## config.mk

```make
export PLATFORM = sky130hd
export DESIGN_NAME = mem_stage
export DESIGN_NICKNAME = d
export VERILOG_FILES = /design/src/rtl/mem_stage_pkg.sv /design/src/rtl/mem_stage_load_extract.sv /design/src/rtl/mem_stage.sv
export SDC_FILE = /design/constraint.sdc
export NUM_CORES = 1
export LEC_CHECK = 0
export ABC_AREA = 0
export BUFFER_PORTS_ARGS = -buffer_cell sky130_fd_sc_hd__buf_2
export CORE_AREA = 2 2 160 162
export CTS_BUF_LIST = sky130_fd_sc_hd__clkbuf_8 sky130_fd_sc_hd__clkbuf_16
export DETAILED_ROUTE_END_ITERATION = 8
export DIE_AREA = 0 0 162 164
export GPL_ROUTABILITY_DRIVEN = 0
export HOLD_SLACK_MARGIN = 0.05
export PLACE_DENSITY_LB_ADDON = 0.2
export SLEW_MARGIN = 20
export SYNTH_ARGS = -nofsm -noshare
export SYNTH_HDL_FRONTEND = slang
export SYNTH_SLANG_ARGS = --single-unit
```

## constraint.sdc

```tcl
create_clock -name clk -period 2.28 [get_ports clk]
set_input_delay 0.228 -clock clk [delete_from_list [all_inputs] [get_ports clk]]
set_output_delay 0.228 -clock clk [all_outputs]
set_load 0.02 [all_outputs]
```

## src/rtl/mem_stage_pkg.sv

```systemverilog
`default_nettype none
// ============================================================================
//  Module      : mem_stage_pkg
//  Description : Shared widths, load_op encodings and bus field offsets for
//                the MEM stage and its load-data extraction logic.
//  Revision    : 1.0 - initial release
// ============================================================================
package mem_stage_pkg;

    // Opaque CSR field {csr_num[13:0], csr_we, csr_wvalue[31:0], csr_wmask[31:0]}
    localparam int CSR_W = 79;
    localparam int EM_W  = 75 + CSR_W;
    localparam int MW_W  = 103 + CSR_W;
    localparam int FWD_W = 39;

    // load_op encodings
    localparam logic [2:0] LD_B  = 3'b000;
    localparam logic [2:0] LD_H  = 3'b001;
    localparam logic [2:0] LD_W  = 3'b010;
    localparam logic [2:0] LD_BU = 3'b011;
    localparam logic [2:0] LD_HU = 3'b100;

    // EX->MEM bus: {pc, gr_we, dest, alu_result, load_op, rfrom_mem, mem_req, csr}
    // Offsets are counted from the bit just above the CSR field so that the
    // layout stays valid for any CSR width.
    localparam int EM_MEM_REQ = 0;
    localparam int EM_RFROM   = 1;
    localparam int EM_LOAD_OP = 2;
    localparam int EM_ALU     = 5;
    localparam int EM_DEST    = 37;
    localparam int EM_GR_WE   = 42;
    localparam int EM_PC      = 43;

    // Forwarding bus: {dest[4:0], is_load, data_pending, fwd_result[31:0]}
    localparam int FWD_DEST    = 34;
    localparam int FWD_IS_LOAD = 33;
    localparam int FWD_PENDING = 32;

endpackage : mem_stage_pkg
`default_nettype wire

```

## src/rtl/mem_stage_load_extract.sv

```systemverilog
`default_nettype none
// ============================================================================
//  Module      : load_extract
//  Description : Selects the addressed byte/half/word out of a 32-bit memory
//                read word and sign- or zero-extends it according to load_op.
//                Purely combinational; shared with the cache refill path.
//  Ports       : i_load_op [2:0]  - load type (LD_B/LD_H/LD_W/LD_BU/LD_HU)
//                i_addr_lo [1:0]  - low address bits selecting byte/half
//                i_rdata   [31:0] - raw memory word
//                o_result  [31:0] - extended load value
//  Revision    : 1.0 - initial release
// ============================================================================
module load_extract
    import mem_stage_pkg::*;
(
    input  logic [2:0]  i_load_op,
    input  logic [1:0]  i_addr_lo,
    input  logic [31:0] i_rdata,
    output logic [31:0] o_result
);

    logic [7:0]  w_byte;
    logic [15:0] w_half;

    always_comb begin
        w_byte = 8'h00;
        case (i_addr_lo)
            2'd0:    w_byte = i_rdata[7:0];
            2'd1:    w_byte = i_rdata[15:8];
            2'd2:    w_byte = i_rdata[23:16];
            default: w_byte = i_rdata[31:24];
        endcase
    end

    // Halfword loads are always aligned, so only bit 1 selects the half.
    assign w_half = i_addr_lo[1] ? i_rdata[31:16] : i_rdata[15:0];

    always_comb begin
        o_result = i_rdata;
        case (i_load_op)
            LD_B:    o_result = {{24{w_byte[7]}}, w_byte};
            LD_H:    o_result = {{16{w_half[15]}}, w_half};
            LD_BU:   o_result = {24'h000000, w_byte};
            LD_HU:   o_result = {16'h0000, w_half};
            // LD_W and undefined encodings return the full word
            default: o_result = i_rdata;
        endcase
    end

endmodule : load_extract
`default_nettype wire

```

## src/rtl/mem_stage.sv

```systemverilog
`default_nettype none
// ============================================================================
//  Module      : mem_stage
//  Description : Memory-access stage of the 5-stage in-order pipeline.
//                Holds the EX->MEM pipeline register, waits for the data-SRAM
//                response of an issued load/store, extracts load data and
//                drives the MEM->WB bus plus a forwarding bus back to ID.
//  Ports       : clk, reset              - clock / sync active-high reset
//                EX_to_MEM_BUS/_valid    - upstream instruction
//                MEM_allowin             - stage can accept this cycle
//                MEM_to_WB_BUS/_valid    - downstream instruction
//                WB_allowin              - WB can accept
//                data_sram_data_ok/rdata - response of oldest request
//                flush                   - kill stage content (exception/ertn)
//                MEM_FWD_BUS             - {dest, is_load, data_pending, result}
//  Revision    : 1.0 - initial release
// ============================================================================
module mem_stage #(
    parameter int CSR_W = mem_stage_pkg::CSR_W,
    parameter int EM_W  = 75 + CSR_W,
    parameter int MW_W  = 103 + CSR_W
) (
    input  logic                            clk,
    input  logic                            reset,
    input  logic [EM_W-1:0]                 EX_to_MEM_BUS,
    input  logic                            EX_to_MEM_valid,
    output logic                            MEM_allowin,
    output logic [MW_W-1:0]                 MEM_to_WB_BUS,
    output logic                            MEM_to_WB_valid,
    input  logic                            WB_allowin,
    input  logic                            data_sram_data_ok,
    input  logic [31:0]                     data_sram_rdata,
    input  logic                            flush,
    output logic [mem_stage_pkg::FWD_W-1:0] MEM_FWD_BUS
);

    import mem_stage_pkg::*;

    // ------------------------------------------------------------------
    // State
    // ------------------------------------------------------------------
    logic            r_mem_valid;
    logic [EM_W-1:0] r_bus;
    logic            r_resp_buf_valid;
    logic [31:0]     r_resp_buf;
    logic            r_discard_pending;

    // ------------------------------------------------------------------
    // Pipeline register fields
    // ------------------------------------------------------------------
    logic [CSR_W-1:0] w_csr;
    logic             w_mem_req;
    logic             w_rfrom_mem;
    logic [2:0]       w_load_op;
    logic [31:0]      w_alu_result;
    logic [4:0]       w_dest;
    logic             w_gr_we;
    logic [31:0]      w_pc;

    assign w_csr        = r_bus[CSR_W-1:0];
    assign w_mem_req    = r_bus[CSR_W + EM_MEM_REQ];
    assign w_rfrom_mem  = r_bus[CSR_W + EM_RFROM];
    assign w_load_op    = r_bus[CSR_W + EM_LOAD_OP +: 3];
    assign w_alu_result = r_bus[CSR_W + EM_ALU +: 32];
    assign w_dest       = r_bus[CSR_W + EM_DEST +: 5];
    assign w_gr_we      = r_bus[CSR_W + EM_GR_WE];
    assign w_pc         = r_bus[CSR_W + EM_PC +: 32];

    // ------------------------------------------------------------------
    // Response tracking
    // ------------------------------------------------------------------
    logic w_own_ok;       // data_ok belongs to the instruction held here
    logic w_ready_go;
    logic w_leave;        // instruction transfers to WB at this edge
    logic w_capture;      // response arrived but instruction stays: buffer it
    logic w_discard_set;  // flushed with its response still in flight

    // A data_ok seen while a flushed request is still outstanding is that
    // request's answer, never the current instruction's.
    assign w_own_ok   = data_sram_data_ok && !r_discard_pending;
    assign w_ready_go = !w_mem_req || r_resp_buf_valid || w_own_ok;

    assign MEM_to_WB_valid = r_mem_valid && w_ready_go && !flush;
    assign MEM_allowin     = !r_mem_valid || (w_ready_go && WB_allowin);
    assign w_leave         = MEM_to_WB_valid && WB_allowin;

    assign w_capture = r_mem_valid && w_mem_req && !r_resp_buf_valid
                       && w_own_ok && !w_leave && !flush;

    // A response arriving in the flush cycle is consumed by that cycle, so
    // only a request with no response yet leaves an orphan behind.
    assign w_discard_set = flush && r_mem_valid && w_mem_req
                           && !r_resp_buf_valid && !w_own_ok;

    always_ff @(posedge clk) begin
        if (reset) begin
            r_mem_valid       <= 1'b0;
            r_bus             <= '0;
            r_resp_buf_valid  <= 1'b0;
            r_resp_buf        <= 32'h0;
            r_discard_pending <= 1'b0;
        end else begin
            // flush wins over a simultaneous accept
            if (flush) begin
                r_mem_valid <= 1'b0;
            end else if (MEM_allowin) begin
                r_mem_valid <= EX_to_MEM_valid;
            end

            if (EX_to_MEM_valid && MEM_allowin) begin
                r_bus <= EX_to_MEM_BUS;
            end

            if (flush || w_leave) begin
                r_resp_buf_valid <= 1'b0;
            end else if (w_capture) begin
                r_resp_buf_valid <= 1'b1;
                r_resp_buf       <= data_sram_rdata;
            end

            // Setting takes precedence: an orphan's data_ok may clear the old
            // flag in the same cycle a new in-flight request gets flushed.
            if (w_discard_set) begin
                r_discard_pending <= 1'b1;
            end else if (data_sram_data_ok) begin
                r_discard_pending <= 1'b0;
            end
        end
    end

    // ------------------------------------------------------------------
    // Load data
    // ------------------------------------------------------------------
    logic [31:0] w_load_data;
    logic [31:0] w_extracted;
    logic [31:0] w_mem_result;
    logic [31:0] w_fwd_result;
    logic        w_data_pending;

    assign w_load_data = r_resp_buf_valid ? r_resp_buf : data_sram_rdata;

    load_extract u_load_extract (
        .i_load_op (w_load_op),
        .i_addr_lo (w_alu_result[1:0]),
        .i_rdata   (w_load_data),
        .o_result  (w_extracted)
    );

    assign w_mem_result = w_rfrom_mem ? w_extracted : 32'h0;

    assign MEM_to_WB_BUS = {w_pc, w_gr_we, w_dest, w_mem_result,
                            w_alu_result, w_rfrom_mem, w_csr};

    // ------------------------------------------------------------------
    // Forwarding to ID
    // ------------------------------------------------------------------
    assign w_fwd_result   = w_rfrom_mem ? w_mem_result : w_alu_result;
    assign w_data_pending = r_mem_valid && w_rfrom_mem && !w_ready_go;

    assign MEM_FWD_BUS[FWD_DEST +: 5]  = (r_mem_valid && w_gr_we) ? w_dest : 5'd0;
    assign MEM_FWD_BUS[FWD_IS_LOAD]    = r_mem_valid && w_rfrom_mem;
    assign MEM_FWD_BUS[FWD_PENDING]    = w_data_pending;
    assign MEM_FWD_BUS[31:0]           = w_fwd_result;

endmodule : mem_stage
`default_nettype wire

```

# [After elaboration in Yosys (flattened, before gate mapping)]
# Index checks and enable logic that the tools add are counted.
[totals] reg_bits=189 output_inout_bits=223 elab_cells=56
[op_classes] bitwise_logic=1 n_eq_ne=5 mux=9 reduce_logical=36
[ops] cell="$pmux W32 S4" count=1
[ops] cell="$mux W32" count=3
[ops] cell="$pmux W8 S3" count=1
[ops] cell="$logic_and A1 B1 Y1" count=18
[ops] cell="$mux W16" count=1
[ops] cell="$logic_not A1 Y1" count=8
[ops] cell="$mux W5" count=1
[ops] cell="$logic_or A1 B1 Y1" count=4
[ops] cell="$reduce_or A2 Y1" count=2
[ops] cell="$eq A3 B1 Y1 const B" count=1
[ops] cell="$eq A3 B2 Y1 const B" count=1
[ops] cell="$eq A3 B3 Y1 const B" count=1
[ops] cell="$logic_not A3 Y1" count=1
[ops] cell="$eq A2 B1 Y1 const B" count=1
[ops] cell="$eq A2 B2 Y1 const B" count=1
[ops] cell="$logic_not A2 Y1" count=1
[ops] cell="$mux W1" count=2
[ops] cell="$reduce_and A2 Y1" count=1
[ops] cell="$reduce_bool A2 Y1" count=1
[ops] cell="$not A1 Y1" count=1

# [Logic depth before layout (Yosys ltp)]
[depth] ltp_word=10 depth_mapped=9

# [By module]
# Synthesis repeated with hierarchy kept, for this count alone.
[unflattened] hier_cells=1242 area_unflattened_um2=11192.0
[by_module_without_submodules] mod="mem_stage" n_inst=1 area_each_um2=10258.6 seq_area_each_um2=3783.6 cells_each=1096
[by_module_without_submodules] mod="load_extract" n_inst=1 area_each_um2=933.4 seq_area_each_um2=0.0 cells_each=146

# [Least setup slack after synthesis]
# OpenSTA, ideal clock, no wires.
[synth_timing] kind="register -> output" start="register r_bus[85]" end="output port MEM_FWD_BUS[26] in the netlist's numbering" required_ns=2.052 n_path_buf=2 arrival_time_ns=2.204 path_slack_ns=-0.152 stages_incl_launch_ff=7 path_cell_list="dfxtp_1 clkbuf_1 mux4_2 nor4_4 nor2b_2 buf_6 a31oi_1"
[synth_via] elab_chain_len=5 elab_cells_between_ends=8
[synth_lines] item="start: declaration" line="mem_stage.sv:43" text="logic [EM_W-1:0] r_bus;"
[synth_lines] item="start signal: assignment" line="mem_stage.sv:111" text="r_bus <= EX_to_MEM_BUS;"
[synth_lines] item="$eq A2 B2 Y1 (tied with other cells)" line="mem_stage_load_extract.sv:27" text="case (i_addr_lo)"
[synth_lines] item="$pmux W8 S3" line="mem_stage_load_extract.sv:27"
[synth_lines] item="$pmux W32 S4 (*)" line="mem_stage_load_extract.sv:40" text="case (i_load_op)"
[synth_lines] item="$mux W32 (*)" line="mem_stage.sv:149" text="assign w_mem_result = w_rfrom_mem ? w_extracted : 32'h0;"
[synth_lines] item="$mux W32 (*)" line="mem_stage.sv:157" text="assign w_fwd_result = w_rfrom_mem ? w_mem_result : w_alu_result;"
[synth_lines] item="end: declaration" line="mem_stage.sv:34" text="output logic [mem_stage_pkg::FWD_W-1:0] MEM_FWD_BUS"
# Mark *: on every way between the ends. The rest lies on a longest branch, timed or not.

# [Worst setup path in the final report]
[layout_timing] start="register r_resp_buf_valid" end="output port MEM_FWD_BUS[10] in the netlist's numbering"
[layout_via] elab_chain_len=5 elab_cells_between_ends=6
[layout_lines] item="start: declaration" line="mem_stage.sv:44" text="logic r_resp_buf_valid;"
[layout_lines] item="start signal: assignment" line="mem_stage.sv:99" text="r_resp_buf_valid <= 1'b0;"
[layout_lines] item="start signal: assignment" line="mem_stage.sv:115" text="r_resp_buf_valid <= 1'b0;"
[layout_lines] item="start signal: assignment" line="mem_stage.sv:117" text="r_resp_buf_valid <= 1'b1;"
[layout_lines] item="$mux W32 (*)" line="mem_stage.sv:140" text="assign w_load_data = r_resp_buf_valid ? r_resp_buf : data_sram_rdata;"
[layout_lines] item="$pmux W8 S3 or $mux W16 (tied branches)" line="mem_stage_load_extract.sv:27, mem_stage_load_extract.sv:36"
[layout_lines] item="$pmux W32 S4 (*)" line="mem_stage_load_extract.sv:40"
[layout_lines] item="$mux W32 (*)" line="mem_stage.sv:149"
[layout_lines] item="$mux W32 (*)" line="mem_stage.sv:157"
# Marks and branches as above.

==> results.tsv <==
metric	value	unit
failing checks	setup timing	
worst reg-to-reg path cell count	9	
EDFF count, synth	0	
Mapped Area	9530	um^2
Routed WL per cell	18.25	um
pre-CTS setup slack	-49.22	ps
hold path depth	3	
ant diodes	0	
Initial Utilization	38.40	%
die width	162	um
Reg clk slew, reported paths	80	ps
area leader, netlist	dfxtp_1	
max-slew violation count	0	
CP startpoint kind	flop	
drt total wl	33650	um
Fmax	0.3678	GHz
die area	26570	um^2
Final Critical Period	2719	ps
Clock Sink Count	189	
Worst-Margin Slew	663.6	ps
ranking of synthesized cells by area	dfxtp_1 (40%), mux2i_1 (18%), buf_4 (12%)	
Mapped Nets	1259	
syn_area_per_cell	8.932	um^2
vias per inst	4.851	
CTS buffer count	17	
met2 WL	16540	um
top-area cell type share of the netlist area	39.70	%
Cells after Synth	1067	
number of core rows	58	
worst setup margin	-438.5	ps
Slew Limit Headroom	55.70	%
initial antenna violation count	0	
FF+latch count, synth	189	
Setup CP Type	reg2out	
post-synthesis sequential area ratio	39.70	%
final setup fails	64	
Worst Path Max Fanout	8	
most used flip-flop cell after synthesis	dfxtp_1	
Final Hold Viols	0	
Layout area overhead	47.41	%
vias	8946	
CTS tree	yes	
DRT iter0 DRCs	622	
clock latency on the worst-skew pair	440	ps
layout cells sized above 1	39.10	%
drt first pass iters	5	
height of the die	164	um
Total Routing Usage GR	24.19	%
max-cap viol count	0	
crit share post-route	119.2	%
asr flop ratio synth	0	%
count of cell types in the netlist	40	
Synth warnings	0	
status	finished, violations left	
arrival time at the worst endpoint	2490	ps
largest net degree at the start of global routing	87	
Top Metal Used	met4	
Hold WC Path Type	in2reg	
vias in the first global route	8650	
peak supply drop	0.3577	mV
Final HPWL DP	23320	um
Port Buf Inserts	414	
Layout fillers	2237	
type of destination of the critical path	output port	
metal3 WL	1983	um
unrepaired setup endpoints after global routing	yes	
core area	24820	um^2
grt ovf	0	
P_leak	6.800	nW
clock skew	13.88	ps
Final nets	1693	
total power	8.819	mW
Root Driver	clkbuf_16	
pwr dens	627.7	nW/um^2
Residual DRC	0	
first-pass GRT wire length	50110	um
CTS H-tree depth	4	
Worst EP required	2050	ps
IO Pins	415	
CTS Buffer Depth	2	
DRT antenna net count	0	
M1 WL	14460	um
## layer usage
layer  vias up  global-route usage [%]
met2       347                   41.24
met3        45                   3.864
met4         0                   7.683
li1       4322                       -
met1      4232                   31.43
met5         -                       0
## cell usage after synthesis (all sizes together), types with 3 or more instances
| library cell | instances |
|---|---|
| dfxtp | 189 |
| nor2 | 186 |
| buf | 177 |
| mux2i | 173 |
| nand2 | 70 |
| a21oi | 53 |
| clkbuf | 52 |
| mux2 | 17 |
| a21o | 16 |
| nand2b | 16 |
| o21ai | 16 |
| a211oi | 13 |
| or2 | 12 |
| o311a | 10 |
| a31oi | 8 |
| o22a | 7 |
| and3 | 6 |
| a221oi | 5 |
| a2bb2oi | 5 |
| inv | 5 |
| and2 | 4 |
| a2111oi | 3 |
| mux4 | 3 |
| nor2b | 3 |
| o21a | 3 |
| o31a | 3 |
## flip-flops by register name, indices dropped and copies added, names as in the netlist
name / count
r_bus: 154
r_resp_buf: 32
r_discard_pending: 1
r_mem_valid: 1
r_resp_buf_valid: 1
## logic make-up after synthesis
kind of cell | count (synthesis) | share of synthesized area (%)
fa+ha+maj | 1 | 0.1050
mux | 193 | 20.89
buf+inv | 234 | 15.65
xor+xnor | 2 | 0.1838
flops | 189 | 39.70
compound gates | 146 | 10.20
simple gates | 302 | 13.27
## power breakdown
part | internal, mW | switching (mW) | total, mW
Combinational | 0.989 | 1.17 | 2.16
Clock | 1.50 | 1.58 | 3.07
Sequential | 3.47 | 0.116 | 3.59
Total | 5.96 | 2.86 | 8.82
## through the flow
step / hold WS [ps] / area (um^2) / utilization (%) / cells / setup TNS [ps]
after floorplan: 300.8 / 9613 / - / 1067 / -1149
after global placement: 438.4 / 11180 / 45.03 / 1634 / 0
after detailed placement: 443.1 / 11180 / 45.03 / 1634 / -59.41
after CTS: 51.84 / 13880 / 55.94 / 1842 / -20440
after global routing: 65.11 / 14050 / 56.60 / 1844 / -25690
final: 58.50 / 14050 / 56.60 / 1844 / -21060
## path summary, 6_finish.rpt
path / slack [ps] / end / from
setup / recovery: -440 / MEM_FWD_BUS[10] / r_resp_buf_valid
hold / removal: 60 / r_bus[46] / EX_to_MEM_BUS[46]
setup reg to reg: 120 / r_bus[1] / r_resp_buf_valid
hold reg to reg: 450 / r_resp_buf[5] / r_resp_buf[5]
## worst max-delay path: stages, from the launching register on
cell     delay (ps)
dfxtp_4         380
mux2i_2         170
mux4_2          540
nor4_4          250
buf_4           230
o311a_1         230
a21o_1          100
buf_2           150
## placed cells by master, fill, tap and decap left out, types with 8 or more instances in the layout
cell | Yosys | final
nand2b_1 | 16 | 14
or2_2 | 12 | 12
a21oi_2 | 0 | 10
dfxtp_1 | 189 | 186
nor2_1 | 186 | 184
mux2i_4 | 0 | 8
a21oi_1 | 53 | 39
mux2_4 | 0 | 9
dlygate4sd3_1 | 0 | 169
buf_2 | 22 | 389
mux2i_1 | 173 | 162
o21ai_0 | 16 | 12
buf_6 | 2 | 14
o311a_1 | 10 | 10
buf_12 | 0 | 14
clkbuf_16 | 0 | 18
buf_4 | 152 | 55
a21o_1 | 16 | 16
mux2_2 | 17 | 8
a211oi_1 | 13 | 13
nand2_1 | 70 | 70
## final cells by class
class                           instances  area, um^2  area share, %
Clock buffer                           17       425.4          3.028
Clock inverter                         15       186.4          1.327
Inverter                                5       22.52         0.1603
Multi-Input combinational cell        644        4637          33.01
Sequential cell                       189        3790          26.98
Tap cell                              330       412.9          2.939
Timing Repair Buffer                  644        4574          32.56
## timing repair
item,in CTS,in global routing
hold buffers,169,0
hold endpoints to repair,169,0
resized for setup,75,23
pin swaps,13,0
setup endpoints to repair,64,88
setup buffers,5,1
gates cloned,2,1
No activity file was read; power rests on OpenSTA's default activity.
